==> config.mk <==
export PLATFORM = sky130hd
export DESIGN_NAME = accept_coin_and_dispense_flat
export DESIGN_NICKNAME = d
export VERILOG_FILES = /design/src/rtl/accept_coin_and_dispense_pkg.sv /design/src/rtl/accept_coin_and_dispense_if.sv /design/src/rtl/accept_coin_and_dispense_coin_sum.sv /design/src/rtl/accept_coin_and_dispense.sv /design/src/flat_wrapper.sv
export SDC_FILE = /design/constraint.sdc
export NUM_CORES = 1
export LEC_CHECK = 0
export BUFFER_PORTS_ARGS = -buffer_cell sky130_fd_sc_hd__buf_2
export CAP_MARGIN = 20
export CORE_UTILIZATION = 50
export DETAILED_ROUTE_END_ITERATION = 12
export GPL_TIMING_DRIVEN = 0
export HOLD_SLACK_MARGIN = 0.02
export PLACE_DENSITY = 0.71
export SLEW_MARGIN = 20
export SYNTH_ARGS = -nofsm -noshare
export SYNTH_HDL_FRONTEND = slang
export SYNTH_SLANG_ARGS = --single-unit
==> constraint.sdc <==
create_clock -name clk -period 23.6 [get_ports clk]
set_input_delay 2.36 -clock clk [delete_from_list [all_inputs] [get_ports clk]]
set_output_delay 2.36 -clock clk [all_outputs]
set_load 0.1 [all_outputs]
==> src/rtl/accept_coin_and_dispense_pkg.sv <==
// Shared definitions for the coin-accept / dispense block: default sizes,
// FSM state encoding and a small saturating-subtract helper.
package accept_coin_and_dispense_pkg;

    localparam int kNumCoinsDef  = 3;
    localparam int kNumItemsDef  = 4;
    localparam int kTotalBitsDef = 31;
    localparam int kArithW       = 32;

    typedef enum logic [1:0] {
        IDLE   = 2'd0,
        CREDIT = 2'd1,
        RETURN = 2'd2
    } state_e;

    // Subtract b from a, clamping at zero instead of wrapping.
    function automatic logic [kArithW-1:0] floor_sub(input logic [kArithW-1:0] a,
                                                     input logic [kArithW-1:0] b);
        logic [kArithW-1:0] r;
        r = (b >= a) ? '0 : (a - b);
        return r;
    endfunction

endpackage

==> src/rtl/accept_coin_and_dispense_if.sv <==
// Bus bundle between the vending front end (master) and the coin-accept /
// dispense block (slave).
interface accept_coin_and_dispense_if
    import accept_coin_and_dispense_pkg::*;
#(
    parameter int kNumCoins  = kNumCoinsDef,
    parameter int kNumItems  = kNumItemsDef,
    parameter int kTotalBits = kTotalBitsDef
);
    logic [kNumCoins-1:0]              i_input_coin;
    logic [kNumItems-1:0]              i_select_item;
    logic [kNumCoins-1:0]              i_return_coin;
    logic [kNumCoins-1:0][kArithW-1:0] coin_value;
    logic [kNumItems-1:0][kArithW-1:0] item_price;
    logic [kTotalBits-1:0]             current_total;
    logic [kNumItems-1:0]              o_output_item;
    logic [kNumItems-1:0]              o_available_item;
    logic                              o_coin_reject;

    modport master (
        output i_input_coin, i_select_item, i_return_coin, coin_value, item_price,
        input  current_total, o_output_item, o_available_item, o_coin_reject
    );

    modport slave (
        input  i_input_coin, i_select_item, i_return_coin, coin_value, item_price,
        output current_total, o_output_item, o_available_item, o_coin_reject
    );
endinterface

==> src/rtl/accept_coin_and_dispense_coin_sum.sv <==
// Sums the values of every coin type whose bit is set in a coin mask.
// Used once for inserted coins and once for returned coins.
module coin_sum
    import accept_coin_and_dispense_pkg::*;
#(
    parameter int kNumCoins = kNumCoinsDef
) (
    input  logic [kNumCoins-1:0]              coins_i,
    input  logic [kNumCoins-1:0][kArithW-1:0] values_i,
    output logic [kArithW-1:0]                sum_o
);

    // Masked accumulation of the selected coin values.
    always_comb begin
        sum_o = '0;
        for (int i = 0; i < kNumCoins; i++) begin
            if (coins_i[i]) begin
                sum_o = sum_o + values_i[i];
            end
        end
    end

endmodule

==> src/rtl/accept_coin_and_dispense.sv <==
// Coin acceptance, item dispensing and change-return bookkeeping for a
// vending machine. Holds the registered balance and a three-state FSM.
module accept_coin_and_dispense
    import accept_coin_and_dispense_pkg::*;
#(
    parameter int kNumCoins  = kNumCoinsDef,
    parameter int kNumItems  = kNumItemsDef,
    parameter int kTotalBits = kTotalBitsDef
) (
    input logic                       clk,
    input logic                       reset_n,
    accept_coin_and_dispense_if.slave bus
);

    // Largest representable balance, held one bit wider so the overflow
    // compare cannot itself wrap when kTotalBits is 32.
    localparam logic [kArithW:0] kMaxBal = (33'd1 << kTotalBits) - 33'd1;

    state_e                state_q, state_d;
    logic [kTotalBits-1:0] total_q, total_d;
    logic [kNumItems-1:0]  item_q, item_d;
    logic                  reject_q, reject_d;

    logic [kArithW-1:0]    ins_sum;
    logic [kArithW-1:0]    ret_sum;
    logic [kArithW-1:0]    total32;
    logic [kArithW-1:0]    price_sel;
    logic [kArithW-1:0]    nxt32;
    logic [kArithW:0]      ins_check;
    logic [kNumItems-1:0]  sel_onehot;
    logic                  sel_found;
    logic                  buy;
    logic                  coin_present;
    logic                  coin_ovf;
    logic                  ret_active;

    assign total32 = kArithW'(total_q);

    coin_sum #(.kNumCoins(kNumCoins)) u_ins_sum (
        .coins_i  (bus.i_input_coin),
        .values_i (bus.coin_value),
        .sum_o    (ins_sum)
    );

    coin_sum #(.kNumCoins(kNumCoins)) u_ret_sum (
        .coins_i  (bus.i_return_coin),
        .values_i (bus.coin_value),
        .sum_o    (ret_sum)
    );

    // Pick the lowest-indexed requested item and its price.
    always_comb begin
        sel_found  = 1'b0;
        sel_onehot = '0;
        price_sel  = '0;
        for (int i = kNumItems - 1; i >= 0; i--) begin
            if (bus.i_select_item[i]) begin
                sel_found     = 1'b1;
                sel_onehot    = '0;
                sel_onehot[i] = 1'b1;
                price_sel     = bus.item_price[i];
            end
        end
    end

    // Availability flags follow the registered balance only.
    always_comb begin
        bus.o_available_item = '0;
        for (int i = 0; i < kNumItems; i++) begin
            bus.o_available_item[i] = (bus.item_price[i] <= total32);
        end
    end

    // Purchase, insertion-overflow and return qualifiers.
    always_comb begin
        ret_active   = |bus.i_return_coin;
        coin_present = |bus.i_input_coin;
        ins_check    = {1'b0, total32} + {1'b0, ins_sum};
        coin_ovf     = (ins_check > kMaxBal);
        buy          = sel_found && (price_sel <= total32);
    end

    // Next-state, next-balance and pulse generation.
    always_comb begin
        state_d  = state_q;
        total_d  = total_q;
        item_d   = '0;
        reject_d = 1'b0;
        nxt32    = total32;
        if (ret_active) begin
            // Change payout: coins and selections are ignored, balance floors at 0.
            nxt32   = floor_sub(total32, ret_sum);
            total_d = kTotalBits'(nxt32);
            if ((state_q == RETURN) && (nxt32 == '0)) begin
                state_d = IDLE;
            end else begin
                state_d = RETURN;
            end
        end else if (state_q == RETURN) begin
            state_d = (total32 == '0) ? IDLE : CREDIT;
        end else begin
            // The overflow test covers the insertion alone; a same-cycle
            // purchase is still honoured when the coins are refused.
            nxt32 = total32;
            if (coin_present) begin
                if (coin_ovf) begin
                    reject_d = 1'b1;
                end else begin
                    nxt32 = nxt32 + ins_sum;
                end
            end
            if (buy) begin
                nxt32  = nxt32 - price_sel;
                item_d = sel_onehot;
            end
            total_d = kTotalBits'(nxt32);
            state_d = (nxt32 == '0) ? IDLE : CREDIT;
        end
    end

    // State and output registers with synchronous active-low reset.
    always_ff @(posedge clk) begin
        if (!reset_n) begin
            state_q  <= IDLE;
            total_q  <= '0;
            item_q   <= '0;
            reject_q <= 1'b0;
        end else begin
            state_q  <= state_d;
            total_q  <= total_d;
            item_q   <= item_d;
            reject_q <= reject_d;
        end
    end

    assign bus.current_total = total_q;
    assign bus.o_output_item = item_q;
    assign bus.o_coin_reject = reject_q;

endmodule

==> src/flat_wrapper.sv <==
// flat-port wrapper written by rule: the top's interface ports become plain ports
module accept_coin_and_dispense_flat import accept_coin_and_dispense_pkg::*;
#(
    parameter int kNumCoins  = kNumCoinsDef,
    parameter int kNumItems  = kNumItemsDef,
    parameter int kTotalBits = kTotalBitsDef
)
  (clk, reset_n, bus_i_input_coin, bus_i_select_item, bus_i_return_coin, bus_coin_value, bus_item_price, bus_current_total, bus_o_output_item, bus_o_available_item, bus_o_coin_reject);
  accept_coin_and_dispense_if #(.kNumCoins(kNumCoins), .kNumItems(kNumItems), .kTotalBits(kTotalBits)) bus_i ();
  input logic clk;
  input logic reset_n;
  input wire logic [$bits(bus_i.i_input_coin)-1:0] bus_i_input_coin;
  input wire logic [$bits(bus_i.i_select_item)-1:0] bus_i_select_item;
  input wire logic [$bits(bus_i.i_return_coin)-1:0] bus_i_return_coin;
  input wire logic [$bits(bus_i.coin_value)-1:0] bus_coin_value;
  input wire logic [$bits(bus_i.item_price)-1:0] bus_item_price;
  output wire logic [$bits(bus_i.current_total)-1:0] bus_current_total;
  output wire logic [$bits(bus_i.o_output_item)-1:0] bus_o_output_item;
  output wire logic [$bits(bus_i.o_available_item)-1:0] bus_o_available_item;
  output wire logic [$bits(bus_i.o_coin_reject)-1:0] bus_o_coin_reject;
  assign bus_i.i_input_coin = bus_i_input_coin;
  assign bus_i.i_select_item = bus_i_select_item;
  assign bus_i.i_return_coin = bus_i_return_coin;
  assign bus_i.coin_value = bus_coin_value;
  assign bus_i.item_price = bus_item_price;
  assign bus_current_total = bus_i.current_total;
  assign bus_o_output_item = bus_i.o_output_item;
  assign bus_o_available_item = bus_i.o_available_item;
  assign bus_o_coin_reject = bus_i.o_coin_reject;
  accept_coin_and_dispense #(.kNumCoins(kNumCoins), .kNumItems(kNumItems), .kTotalBits(kTotalBits)) u_core (.clk(clk), .reset_n(reset_n), .bus(bus_i));
endmodule
Yosys cells after proc, flatten, opt, wreduce, memory -nomap -nowiden
Cells that the tools add are included.
{ "word_totals": {"in_bits": 236, "register_bits": 38, "wordCells": 73} }
{ "op_classes": {"addsub": 8, "eq_ne": 2, "n_lt_le_gt_ge": 7, "n_mux": 34, "bitwise": 3, "n_reduce_logical": 12} }
{ "op_table": {"columns": ["operator", "count"], "rows": [
  ["$mux W32", 18],
  ["$le A32 B31 Y1", 5],
  ["$add A32 B32 Y32", 4],
  ["$logic_not A32 Y1", 3],
  ["$mux W31", 2],
  ["$add A31 B32 Y33", 1],
  ["$gt A33 B31 Y1 const B", 1],
  ["$add A31 B32 Y32", 1],
  ["$ge A32 B31 Y1", 1],
  ["$sub A31 B32 Y32", 1],
  ["$sub A32 B32 Y32", 1],
  ["$reduce_or A6 Y1", 2],
  ["$reduce_or A9 Y1", 1],
  ["$mux W1", 8],
  ["$mux W2", 4],
  ["$reduce_or A8 Y1", 1],
  ["$reduce_or A7 Y1", 1],
  ["$reduce_or A3 Y1", 2],
  ["$mux W4", 1],
  ["$mux W3", 1],
  ["$not A1 Y1", 3],
  ["$eq A2 B2 Y1 const B", 1],
  ["$logic_and A1 B1 Y1", 2],
  ["$ne A2 B1 Y1 const B", 1]
]} }

Longest topological paths before layout
{ "logic_depth": {"word_depth": 19, "mapped_depth": 60, "depth_no_buf": 55} }

Modules after synthesis
From an unflattened synthesis, not the netlist that was laid out.
{ "hier_totals": {"hier_cells": 3124, "hier_area_um2": 21694.6} }
{ "modules_own_cells": {"columns": ["mod", "area_per_inst_um2", "seq_area_each_um2", "cells_each", "instances"], "rows": [
  ["accept_coin_and_dispense", 12159.2, 760.7, 1719, 1],
  ["coin_sum (u_core.u_ins_sum)", 4967.3, 0.0, 728, 1],
  ["coin_sum (u_core.u_ret_sum)", 4568.1, 0.0, 677, 1]
]} }

Worst setup path before layout
No wires, ideal clock.
{ "synth_path": {"path_kind": "input-to-reg", "from": "input port bus_i_input_coin[0]", "to": "register u_core.state_q[0]", "required_time_ns": 23.469, "path_stages": 55, "arrival_ns": 12.687, "setup_time_ns": 0.131, "slack_ns": 10.782, "path_cell_list": "buf_2 clkbuf_1 clkbuf_1 nand2_1 fa_1 inv_1 a22oi_1 o22a_1 o21bai_1 a21oi_1 xnor2_1 mux2_2 ha_1 nand2_1 a21oi_1 o41a_1 o21ai_0 a21boi_0 (+19 left out) clkbuf_1 nand2_1 o21ai_0 ha_1 and2_1 a21boi_0 nand3_1 a21oi_1 o31ai_1 a221o_1 a41oi_1 o21ai_0 a31oi_1 xnor2_1 o22ai_1 or4b_1 nor4_1 a31oi_1"} }
{ "synth_via": {"elab_chain_cells": 19} }
{ "synth_rtl": {"columns": ["item", "line", "source"], "rows": [
  ["start, declared", "flat_wrapper.sv:12", "input wire logic [$bits(bus_i.i_input_coin)-1:0] bus_i_input_coin;"],
  ["$mux W32", "accept_coin_and_dispense_coin_sum.sv:17", "if (coins_i[i]) begin"],
  ["$add A32 B32 Y32", "accept_coin_and_dispense_coin_sum.sv:18", "sum_o = sum_o + values_i[i];"],
  ["$mux W32", "accept_coin_and_dispense_coin_sum.sv:17", null],
  ["$add A32 B32 Y32", "accept_coin_and_dispense_coin_sum.sv:18", null],
  ["$mux W32", "accept_coin_and_dispense_coin_sum.sv:17", null],
  ["$add A31 B32 Y33", "accept_coin_and_dispense.sv:78", "ins_check = {1'b0, total32} + {1'b0, ins_sum};"],
  ["$gt A33 B31 Y1", "accept_coin_and_dispense.sv:79", "coin_ovf = (ins_check > kMaxBal);"],
  ["$mux W32", "accept_coin_and_dispense.sv:106", "if (coin_ovf) begin"],
  ["(+3 left out)", null, null],
  ["$sub A32 B32 Y32", "accept_coin_and_dispense.sv:113", "nxt32 = nxt32 - price_sel;"],
  ["$mux W32 (*)", "accept_coin_and_dispense.sv:112", "if (buy) begin"],
  ["$mux W32 (*)", "accept_coin_and_dispense.sv:99", "end else if (state_q == RETURN) begin"],
  ["$mux W32 (*)", "accept_coin_and_dispense.sv:90", "if (ret_active) begin"],
  ["$logic_not A32 Y1 (*)", "accept_coin_and_dispense.sv:117", "state_d = (nxt32 == '0) ? IDLE : CREDIT;"],
  ["$mux W1 (*)", "accept_coin_and_dispense.sv:117", null],
  ["$mux W2 (*)", "accept_coin_and_dispense.sv:99", null],
  ["$mux W2 (*)", "accept_coin_and_dispense.sv:90", null],
  ["end signal, assigned", "accept_coin_and_dispense.sv:129", "state_q <= state_d;"],
  ["end, declared", "accept_coin_and_dispense.sv:19", "state_e state_q, state_d;"]
]} }
Mark *: on every way between the ends. The rest lies on a longest branch, timed or not. The select of a mux whose other input is x is not followed.
A chain may end at the register's enable or synchronous reset.

Worst setup path after layout
Ends and elaborated chain as after synthesis.

==> results.cfg <==
[outcome]
status = finished clean

[sta]
fin_crit_ns = 16.81
relSlewSlack = 0.360
worst_slew_pin_slew_ns = 0.936
rsz0062_at_grt = false
finalCritPeriodShare = 0.712
hold_viol = 0
finalMaxSlewViolations = 0
finalClockSkew_ns = 0.0155
setup_slack_ns = 6.79
fin_tns_setup_ns = 0
fmax_ghz = 0.0595
setup_violations = 0

[route]
wl_met1_mm = 33.3
drt-total-wl_mm = 72.6
vias_per_cell = 6.26
dr_wl_met3_mm = 6.96
top_layer_used = met4
vias = 22100
first_pass_iters = 6
detail-route-antenna-nets = 0
drt_iter0_drc = 2084
avgRoutedWirePerCell_um = 20.5
drcViolationCount = 0
dr_wl_met2_mm = 30.5

[cts]
cts_resized = 0
cts_sinks = 38
clk_pin_slew_ns = 0.07
ctsRootBufferMaster = clkbuf_16
clock_path_buffers = 2
numCtsBuffers = 5
cts_setup_buffers = 0
h-tree-depth = 2
cts_tree = built
cts_hold_buf = 0
clock_latency_ns = 0.30

[worst_setup_path]
crit_required_ns = 23.78
slowest_delay_ns = 0.60
cp-end-kind = flip-flop
cp.arrival_ns = 16.99
critPathLaunchType = input port
worstPathMaxFanout = 10
cpMaxStageDelayCell = clkbuf_1
critPathKind = in2reg

[global_routing]
antenna_found_initial = 5
overflow = 0
grt_pass1_vias = 20104
grt_usage = 0.354
grt_max_degree = 14
grt_pass1_wl_mm = 108

[place]
post-place-cells = 3520
place_congestion = 1.03
dp_hpwl_mm = 62.8
place_ws_ns = 7.17
port_buffers = 269
placed_area_mm2 = 0.0212

[layout]
area_delta_synth_final_pct = 11.4
drive_gt1_frac = 0.120
final_cell_area_mm2 = 0.0214
fin_cells = 3531
fin_nets = 3628

[power]
ir_drop_mv = 0.0378
powerDensity_mw_per_mm2 = 52.3
power_w = 0.00112
p_leak_nw = 10.4

[logic_synthesis]
syn-num-nets = 3352
synth_ff_type = dfxtp_1
synth_cells = 2740
synth.distinct_cells = 91
synth_area_mm2 = 0.0193
ys_seq_area_frac = 0.0395
ys_ff_latch = 38
yosysWarnings = 0
avgSynthCellArea_um2 = 7.03
synth_edf_count = 0
synthArstFlopShare = 0

[floorplan]
initial_core_util = 0.510
die_x_um = 198
core_mm2 = 0.0378
die_area_mm2 = 0.0393
die_h_um = 198
io_pins = 276
rows = 71

[hold_path]
min-delay-path-class = reg2reg

[flow_run]
cap_violations = 0
==> cell type report <==
type	instances	area (um^2)
fill	3741	16300
inverter	157	589
clock buffer	5	125
clock inverter	3	68.8
antenna	3	7.51
multi-input combinational	2460	17600
tap	511	639
sequential	38	761
buffer	85	339
timing repair buffer	269	1350
==> report_power, final <==
group / internal [W] / switching (W) / leakage [nW]
combinational: 0.000379 / 0.000575 / 9.98
clock: 0.0000609 / 0.0000331 / 0.0940
sequential: 0.0000669 / 0.00000772 / 0.307
total: 0.000507 / 0.000615 / 10.4
==> cell usage in the layout (no fill, tap or decap), types with 67 or more instances in the layout <==
cell / instances
ha_1: 369
a21oi_1: 298
buf_2: 273
nor2_1: 237
nand2_1: 219
o21ai_0: 197
inv_1: 156
a21o_1: 129
xnor2_1: 112
clkbuf_1: 67
==> cell usage after synthesis (10+ instances only) <==
master,count,share of area
ha_1,369,0.24
a31oi_1,24,0.0078
a21boi_0,19,0.0074
and4_1,10,0.0045
or3_1,14,0.0045
inv_1,156,0.030
nor2b_1,61,0.020
o21a_1,42,0.016
o31ai_1,15,0.0058
nor3_1,41,0.011
nand4_1,62,0.020
a211oi_1,24,0.0094
nor4_1,22,0.0071
xor2_1,66,0.030
a2111oi_0,10,0.0045
a21o_1,129,0.050
mux2i_1,19,0.0099
nand3_1,43,0.011
nand2_1,219,0.043
o21bai_1,25,0.0097
dfxtp_1,38,0.040
a21oi_1,298,0.077
nand2b_1,64,0.021
o211ai_1,16,0.0062
and2_1,55,0.018
nor2_1,237,0.046
o21ai_0,197,0.051
clkbuf_1,67,0.013
a22oi_1,38,0.015
mux2_2,55,0.032
buf_1,12,0.0023
and3_1,16,0.0052
xnor2_1,112,0.051
==> path summary, 6_finish.rpt <==
kind / cells past startpoint / to / slack (ns) / start
worst min-delay path: 2 / u_core.bus.current_total[26]$_SDFFE_PN0P_ / 0.69 / u_core.bus.current_total[26]$_SDFFE_PN0P_
worst max register to register: 33 / u_core.state_q[0]$_SDFF_PP0_ / 13.28 / u_core.bus.current_total[0]$_SDFFE_PN0P_
worst max-delay path: 54 / u_core.state_q[0]$_SDFF_PP0_ / 6.79 / bus_i_input_coin[0]
worst min register to register: 2 / u_core.bus.current_total[26]$_SDFFE_PN0P_ / 0.69 / u_core.bus.current_total[26]$_SDFFE_PN0P_
==> through the flow <==
stage,hold WS [ns],util
finish,0.693,0.568
global route,0.713,0.568
CTS,0.674,0.568
detailed placement,0.664,0.563
global placement,0.668,0.562
floorplan,0.815,-
==> sequential cells by signal, summed over array words and instances, names as in the netlist <==
register,count
u_core.bus.current_total,31
u_core.bus.o_output_item,4
u_core.state_q,2
u_core.bus.o_coin_reject,1
==> metal layers <==
layer | vias up | track usage
met1 | 10345 | 0.504
li1 | 10706 | -
met3 | 117 | 0.0778
met2 | 932 | 0.532
met5 | - | 0
met4 | 0 | 0.0873
==> worst max-delay path: cells and delay by family <==
family | cells | cell delay, ns
AOI/OAI and AO/OA | 28 | 7.40
adders and majority gates | 4 | 1.25
buffers and inverters | 9 | 3.36
and+or+nand+nor | 10 | 2.12
xor gates and xnor gates | 3 | 0.44
==> cell families (layout without fill, tap and decap cells) <==
family,after synthesis,after routing,share of synthesized area
DFF,38,38,0.0395
other,0,3,0
xor gates and xnor gates,180,180,0.0835
and+or+nand+nor,884,884,0.228
adders and majority gates,376,376,0.247
AOI/OAI and AO/OA,945,945,0.311
buffers and inverters,242,519,0.0482
muxes,75,75,0.0428
No activity file was read; power rests on OpenSTA's default activity.
